<file path="config.mk">
export PLATFORM = sky130hd
export DESIGN_NAME = clock_mode_ctrl
export DESIGN_NICKNAME = d
export VERILOG_FILES = /design/src/rtl/clock_pkg.sv /design/src/rtl/clock_mode_ctrl_btn_edge.sv /design/src/rtl/clock_mode_ctrl.sv
export SDC_FILE = /design/constraint.sdc
export NUM_CORES = 1
export LEC_CHECK = 0
export ABC_AREA = 1
export CAP_MARGIN = 20
export CORE_MARGIN = 1.5
export CORE_UTILIZATION = 37
export CTS_BUF_LIST = sky130_fd_sc_hd__clkbuf_2
export DETAILED_ROUTE_END_ITERATION = 10
export PLACE_DENSITY = 0.68
export SETUP_SLACK_MARGIN = 0.02
export SYNTH_ARGS = -nofsm -noshare
export SYNTH_HDL_FRONTEND = slang
export SYNTH_SLANG_ARGS = --single-unit
</file>
<file path="constraint.sdc">
create_clock -name Clk -period 1.2 [get_ports Clk]
set_input_delay 0.3 -clock Clk [delete_from_list [all_inputs] [get_ports Clk]]
set_output_delay 0.3 -clock Clk [all_outputs]
set_load 0.005 [all_outputs]
</file>
<file path="src/rtl/clock_pkg.sv">
// Shared mode encoding and time limits for the alarm clock controller.
package clock_pkg;

    typedef enum logic [2:0] {
        RUN     = 3'd0,
        SET_HR  = 3'd1,
        SET_MIN = 3'd2,
        ALM_HR  = 3'd3,
        ALM_MIN = 3'd4
    } mode_t;

    localparam logic [5:0] SEC_MAX = 6'd59;
    localparam logic [5:0] MIN_MAX = 6'd59;
    localparam logic [4:0] HR_MAX  = 5'd23;

    function automatic mode_t next_mode(input mode_t m);
        case (m)
            RUN:     return SET_HR;
            SET_HR:  return SET_MIN;
            SET_MIN: return ALM_HR;
            ALM_HR:  return ALM_MIN;
            default: return RUN;
        endcase
    endfunction

endpackage

</file>
<file path="src/rtl/clock_mode_ctrl_btn_edge.sv">
// Registered rising-edge detector for a synchronised, debounced button level.
module btn_edge (
    input  logic Clk,
    input  logic Clr,
    input  logic sig,
    output logic rise
);

    logic level_p1;
    logic primed_p1;

    // primed_p1 masks the first sample after reset so a button held through reset is not an edge
    always_ff @(posedge Clk or negedge Clr) begin
        if (!Clr) begin
            level_p1  <= 1'b0;
            primed_p1 <= 1'b0;
            rise      <= 1'b0;
        end else begin
            level_p1  <= sig;
            primed_p1 <= 1'b1;
            rise      <= sig & ~level_p1 & primed_p1;
        end
    end

endmodule

</file>
<file path="src/rtl/clock_mode_ctrl.sv">
// Mode FSM, counter pulse sequencing and alarm control for the alarm clock.
// Optional feature macro: AUTO_REPEAT_EN (held increment auto-repeat in set states).
module clock_mode_ctrl
    import clock_pkg::*;
#(
    parameter int ALARM_SECS = 60,
    parameter int HOLD_TICKS = 2
) (
    input  logic       Clk,
    input  logic       Clr,
    input  logic       Tick,
    input  logic       BtnMode,
    input  logic       BtnInc,
    input  logic       AlarmArm,
    input  logic [5:0] SecCount,
    input  logic [5:0] MinCount,
    input  logic [4:0] HrCount,
    input  logic [5:0] AlmMin,
    input  logic [4:0] AlmHr,
    output logic       SecUp,
    output logic       MinUp,
    output logic       HrUp,
    output logic       AlmMinUp,
    output logic       AlmHrUp,
    output logic       SecClrN,
    output logic       Alarm,
    output logic [2:0] Mode
);

    localparam int            CNT_W      = $clog2(ALARM_SECS + 1);
    localparam logic [CNT_W-1:0] ALARM_LOAD = CNT_W'(ALARM_SECS);

    mode_t            state, state_nxt;
    logic [CNT_W-1:0] alm_cnt, alm_cnt_nxt;
    logic             mode_rise, inc_rise;
    logic             alarm_match;
    logic             sec_up_nxt, min_up_nxt, hr_up_nxt;
    logic             alm_min_up_nxt, alm_hr_up_nxt;
    logic             sec_clr_n_nxt, alarm_nxt;

`ifdef AUTO_REPEAT_EN
    localparam int               HOLD_W   = $clog2(HOLD_TICKS + 1);
    localparam logic [HOLD_W-1:0] HOLD_LIM = HOLD_W'(HOLD_TICKS);
    logic [HOLD_W-1:0] hold_cnt, hold_nxt;
`endif

    btn_edge u_mode_edge (
        .Clk  (Clk),
        .Clr  (Clr),
        .sig  (BtnMode),
        .rise (mode_rise)
    );

    btn_edge u_inc_edge (
        .Clk  (Clk),
        .Clr  (Clr),
        .sig  (BtnInc),
        .rise (inc_rise)
    );

    assign alarm_match = AlarmArm && (HrCount == AlmHr) && (MinCount == AlmMin) && (SecCount == '0);
    assign Mode        = state;

    always_comb begin
        state_nxt      = state;
        sec_up_nxt     = 1'b0;
        min_up_nxt     = 1'b0;
        hr_up_nxt      = 1'b0;
        alm_min_up_nxt = 1'b0;
        alm_hr_up_nxt  = 1'b0;
        sec_clr_n_nxt  = 1'b1;
        alarm_nxt      = Alarm;
        alm_cnt_nxt    = alm_cnt;

        if (mode_rise) begin
            state_nxt     = next_mode(state);
            sec_clr_n_nxt = (state != SET_MIN);
        end

        if (state == RUN && Tick) begin
            sec_up_nxt = 1'b1;
            if (SecCount == SEC_MAX) begin
                min_up_nxt = 1'b1;
                hr_up_nxt  = (MinCount == MIN_MAX);
            end
        end

        // A mode change in the same cycle swallows the increment
        if (inc_rise && !mode_rise) begin
            case (state)
                SET_HR:  hr_up_nxt      = 1'b1;
                SET_MIN: min_up_nxt     = 1'b1;
                ALM_HR:  alm_hr_up_nxt  = 1'b1;
                ALM_MIN: alm_min_up_nxt = 1'b1;
                default: ;
            endcase
        end

`ifdef AUTO_REPEAT_EN
        hold_nxt = hold_cnt;
        if (state == RUN || mode_rise || !BtnInc || inc_rise) begin
            hold_nxt = '0;
        end else if (Tick) begin
            if (hold_cnt < HOLD_LIM) begin
                hold_nxt = hold_cnt + HOLD_W'(1);
            end else begin
                case (state)
                    SET_HR:  hr_up_nxt      = 1'b1;
                    SET_MIN: min_up_nxt     = 1'b1;
                    ALM_HR:  alm_hr_up_nxt  = 1'b1;
                    ALM_MIN: alm_min_up_nxt = 1'b1;
                    default: ;
                endcase
            end
        end
`endif

        // Dismiss sources beat a fresh trigger; a trigger reloads an already-running countdown
        if (mode_rise || !AlarmArm || (state == RUN && inc_rise)) begin
            alarm_nxt   = 1'b0;
            alm_cnt_nxt = '0;
        end else if (state == RUN && Tick && alarm_match) begin
            alarm_nxt   = 1'b1;
            alm_cnt_nxt = ALARM_LOAD;
        end else if (Alarm && Tick) begin
            alm_cnt_nxt = alm_cnt - CNT_W'(1);
            if (alm_cnt == CNT_W'(1)) begin
                alarm_nxt = 1'b0;
            end
        end
    end

    always_ff @(posedge Clk or negedge Clr) begin
        if (!Clr) begin
            state    <= RUN;
            SecUp    <= 1'b0;
            MinUp    <= 1'b0;
            HrUp     <= 1'b0;
            AlmMinUp <= 1'b0;
            AlmHrUp  <= 1'b0;
            SecClrN  <= 1'b1;
            Alarm    <= 1'b0;
            alm_cnt  <= '0;
        end else begin
            state    <= state_nxt;
            SecUp    <= sec_up_nxt;
            MinUp    <= min_up_nxt;
            HrUp     <= hr_up_nxt;
            AlmMinUp <= alm_min_up_nxt;
            AlmHrUp  <= alm_hr_up_nxt;
            SecClrN  <= sec_clr_n_nxt;
            Alarm    <= alarm_nxt;
            alm_cnt  <= alm_cnt_nxt;
        end
    end

`ifdef AUTO_REPEAT_EN
    always_ff @(posedge Clk or negedge Clr) begin
        if (!Clr) begin
            hold_cnt <= '0;
        end else begin
            hold_cnt <= hold_nxt;
        end
    end
`endif

endmodule

</file>
==> impl_metrics.csv <==
group,metric,value,unit
finish,layout-drive-gt1-share,0.285,
clock_network,htreeDepth,1,
finish,finish.utilization,0.616,
power_and_ir_drop,power_density,1000,nW/µm²
finish,area_growth,60.2,%
power_and_ir_drop,switching_share,0.321,
grt,grt_pass1_vias,1220,
die,core_area,3340,µm²
grt,grt.total_usage,0.168,
grt,grt_max_degree,16,
logic_synthesis,synth_edf_count,0,
logic_synthesis,avgSynthCellArea,7.29,µm²
outcome,status,"finished, violations left",
clock_network,cts_tree,"done",
logic_synthesis,synth_nets,212,
die,dieHeight,61.9,µm
critical_path,worstPathMaxFanout,5,
placement,placed_area,1940,µm²
detailed_routing,wl_per_cell,9.79,µm
die,die_w,61.9,µm
logic_synthesis,synth_cells,176,
sta,finalCriticalPeriod,1.35,ns
clock_network,cts_buffers,3,
logic_synthesis,synth-warning-count,0,
sta,worst_slack,-0.151,ns
critical_path,cp.required,1.49,ns
die,rows,21,
critical_path,worstSetupPathType,"reg2reg",
clock_network,clock_latency,0.33,ns
sta,fin_skew,0.0120,ns
logic_synthesis,netlist_area,1280,µm²
critical_path,regToRegStartpoint,"Mode[1]",
die,start_util,0.385,
critical_path,arrival,1.64,ns
finish,nFillCells,315,
logic_synthesis,synth_seq_area_share,0.410,
placement,io_buffers,43,
finish,finalInstanceArea,2060,µm²
sta,hold_viol,0,
finish,seq_area,527,µm²
clock_network,hold_buffers,0,
power_and_ir_drop,pwr-share-comb,0.464,
detailed_routing,drtIter0Drc,45,
sta,timing.hold.ws,0.235,ns
power_and_ir_drop,p_total,2.06,mW
outcome,violations,"negative setup slack",
die,die_area,3830,µm²
power_and_ir_drop,peakVddDrop,0.548,mV
detailed_routing,wl,2930,µm
die,io_pins,44,
finish,multiInputGateArea,661,µm²
critical_path,rrSetupSlack,-0.15,ns
detailed_routing,routed_via_density,4.47,
logic_synthesis,yosysTopAreaCellShare,0.390,
critical_path,rr_endpoint,"Alarm",
power_and_ir_drop,p_leak,1.08,nW
power_and_ir_drop,p_int,1.40,mW
logic_synthesis,synth_commonest_cells,"nand2_1, inv_1, dfrtp_1, nor2_1, nand4_1",
finish,stdcell_count,299,
sta,setup_tns,-1.21,ns
grt,antenna_found_initial,0,
placement,finalWeightedCongestion,0.835,
sta,setup_violations,11,
finish,n_antenna_cell,0,
logic_synthesis,async_reset_ff_frac,1.00,
detailed_routing,drc_errors,0,
grt,grt_pass1_wl,4740,µm
grt,grt_overflow,0,
hold_path,hold_class,"in2async",
logic_synthesis,synth_area_leaders,"dfrtp_1, nand2_1, inv_1",
power_and_ir_drop,p_sw,663,µW
detailed_routing,detail-route-antenna-nets,0,
sta,fin_crit_sh,1.13,
placement,hpwlAfterDp,2350,µm
critical_path,rr_worst_depth,9,
logic_synthesis,synth_seq_cells,21,
placement,dp.cells,288,
finish,num-nets-final,290,
logic_synthesis,yosysTopAreaCell,"dfrtp_1",
clock_network,clock_path_buffers,2,
placement,post-place-ws,-0.447,ns
logic_synthesis,ys_types,24,
clock_network,clock-sinks,21,
logic_synthesis,yosysMostFrequentCell,"nand2_1",
power_and_ir_drop,p_seq_frac,0.391,
sta,grt_setup_unrepaired,"true",
logic_synthesis,ys.flop_type,"dfrtp_1",
detailed_routing,firstDrtPassIters,4,
sta,fmax,740,MHz
clock_network,clk_pin_slew_worst_paths,0.19,ns
run,max_cap_violations,0,
clock_network,cts-root-buf,"clkbuf_2",
power_and_ir_drop,clkPwrFrac,0.145,
critical_path,worstSetupEndpointType,"flip-flop",
sta,report.final.slew_viol_count,0,
critical_path,start_kind,"flip-flop",
detailed_routing,num_vias,1337,
[flip-flops by register name (all words and copies together), names as in the netlist]
| name | cells |
|---|---|
| MinUp | 1 |
| alm_cnt | 6 |
| Mode | 3 |
| u_inc_edge.level_p1 | 1 |
| Alarm | 1 |
| AlmMinUp | 1 |
| AlmHrUp | 1 |
| u_inc_edge.primed_p1 | 1 |
| u_inc_edge.rise | 1 |
| SecUp | 1 |
| SecClrN | 1 |
| u_mode_edge.rise | 1 |
| u_mode_edge.level_p1 | 1 |
| HrUp | 1 |
[worst max-delay path, stage by stage (launching register included)]
cell     delay [ns]
dfrtp_1        0.44
buf_6          0.13
inv_4          0.06
nand3_4        0.06
nor2_4         0.10
nand2_2        0.08
nor2_4         0.13
nand3_4        0.11
buf_4          0.15
nand2_2        0.05
[worst max-delay path by stage]
stage / startpoint / end / slack [ns] / cells after the start
6_report: Mode[1] / Alarm / -0.15 / 9
5_1_grt: Mode[2] / alm_cnt[2] / -0.27 / 10
4_1_cts: Mode[0] / Mode[0] / -0.14 / 1
3_5_place_dp: MinCount[0] / alm_cnt[0] / -0.45 / 10
3_3_place_gp: MinCount[0] / alm_cnt[5] / -0.42 / 10
2_1_floorplan: Mode[2] / alm_cnt[2] / 0.01 / 8
[cell type report]
class	count	share of cell area
Multi-Input combinational cell	118	0.321
Timing Repair Buffer	73	0.311
Sequential cell	21	0.256
Inverter	37	0.0736
Tap cell	46	0.0280
Clock buffer	4	0.00973
[power by group through the flow]
stage,logic [mW],clock network [mW],registers [mW]
after CTS,0.860,0.305,0.798
final,0.958,0.299,0.807
after global routing,1.03,0.329,0.815
after detailed placement,0.722,0,0.836
after floorplan,0.269,0,0.850
after global placement,0.711,0,0.838
[timing repair]
action	CTS	global route
setup endpoints to repair	17	20
gates cloned	0	0
setup buffers	5	2
endpoints found under the hold margin	0	0
gates resized for setup	49	15
pin swaps	1	4
[per-layer routing]
layer / track usage / wire (µm) / vias up
li1: - / - / 695
met1: 0.175 / 1200 / 598
met2: 0.319 / 1540 / 38
met3: 0.0455 / 148 / 6
met4: 0.0608 / 36 / 0
met5: 0 / 0 / -
[kinds of logic after synthesis]
group | Yosys count | share of synthesized area
compound gates | 7 | 0.0312
xor+xnor | 6 | 0.0409
fa+ha+maj | 2 | 0.0195
buf+inv | 37 | 0.112
flops | 21 | 0.410
other cells | 1 | 0.00292
simple gates | 102 | 0.383
[layout by cell type (no fill, tap or decap)]
cell              n
clkbuf_2          5
a21oi_2           1
buf_2             7
ha_1              2
inv_4             3
nand2_4           2
dfstp_2           1
xor2_1            5
or2_2             1
inv_1            30
nand2_1          53
nor2_1           16
clkdlybuf4s50_1  33
buf_6             8
inv_2             3
inv_6             1
nor2_4            4
dfrtp_1          20
xnor2_1           1
o21ai_1           2
conb_1            1
nand4_1           7
nor2_2            1
nor3_4            1
o21ai_0           2
nand3_2           1
nand3_4           2
nor3_1            1
nor4_2            1
o311ai_1          1
nand3_1           6
nand2_2           5
nor4_1            1
buf_4            24
o22ai_2           1
(Power assumes the default switching activity.)
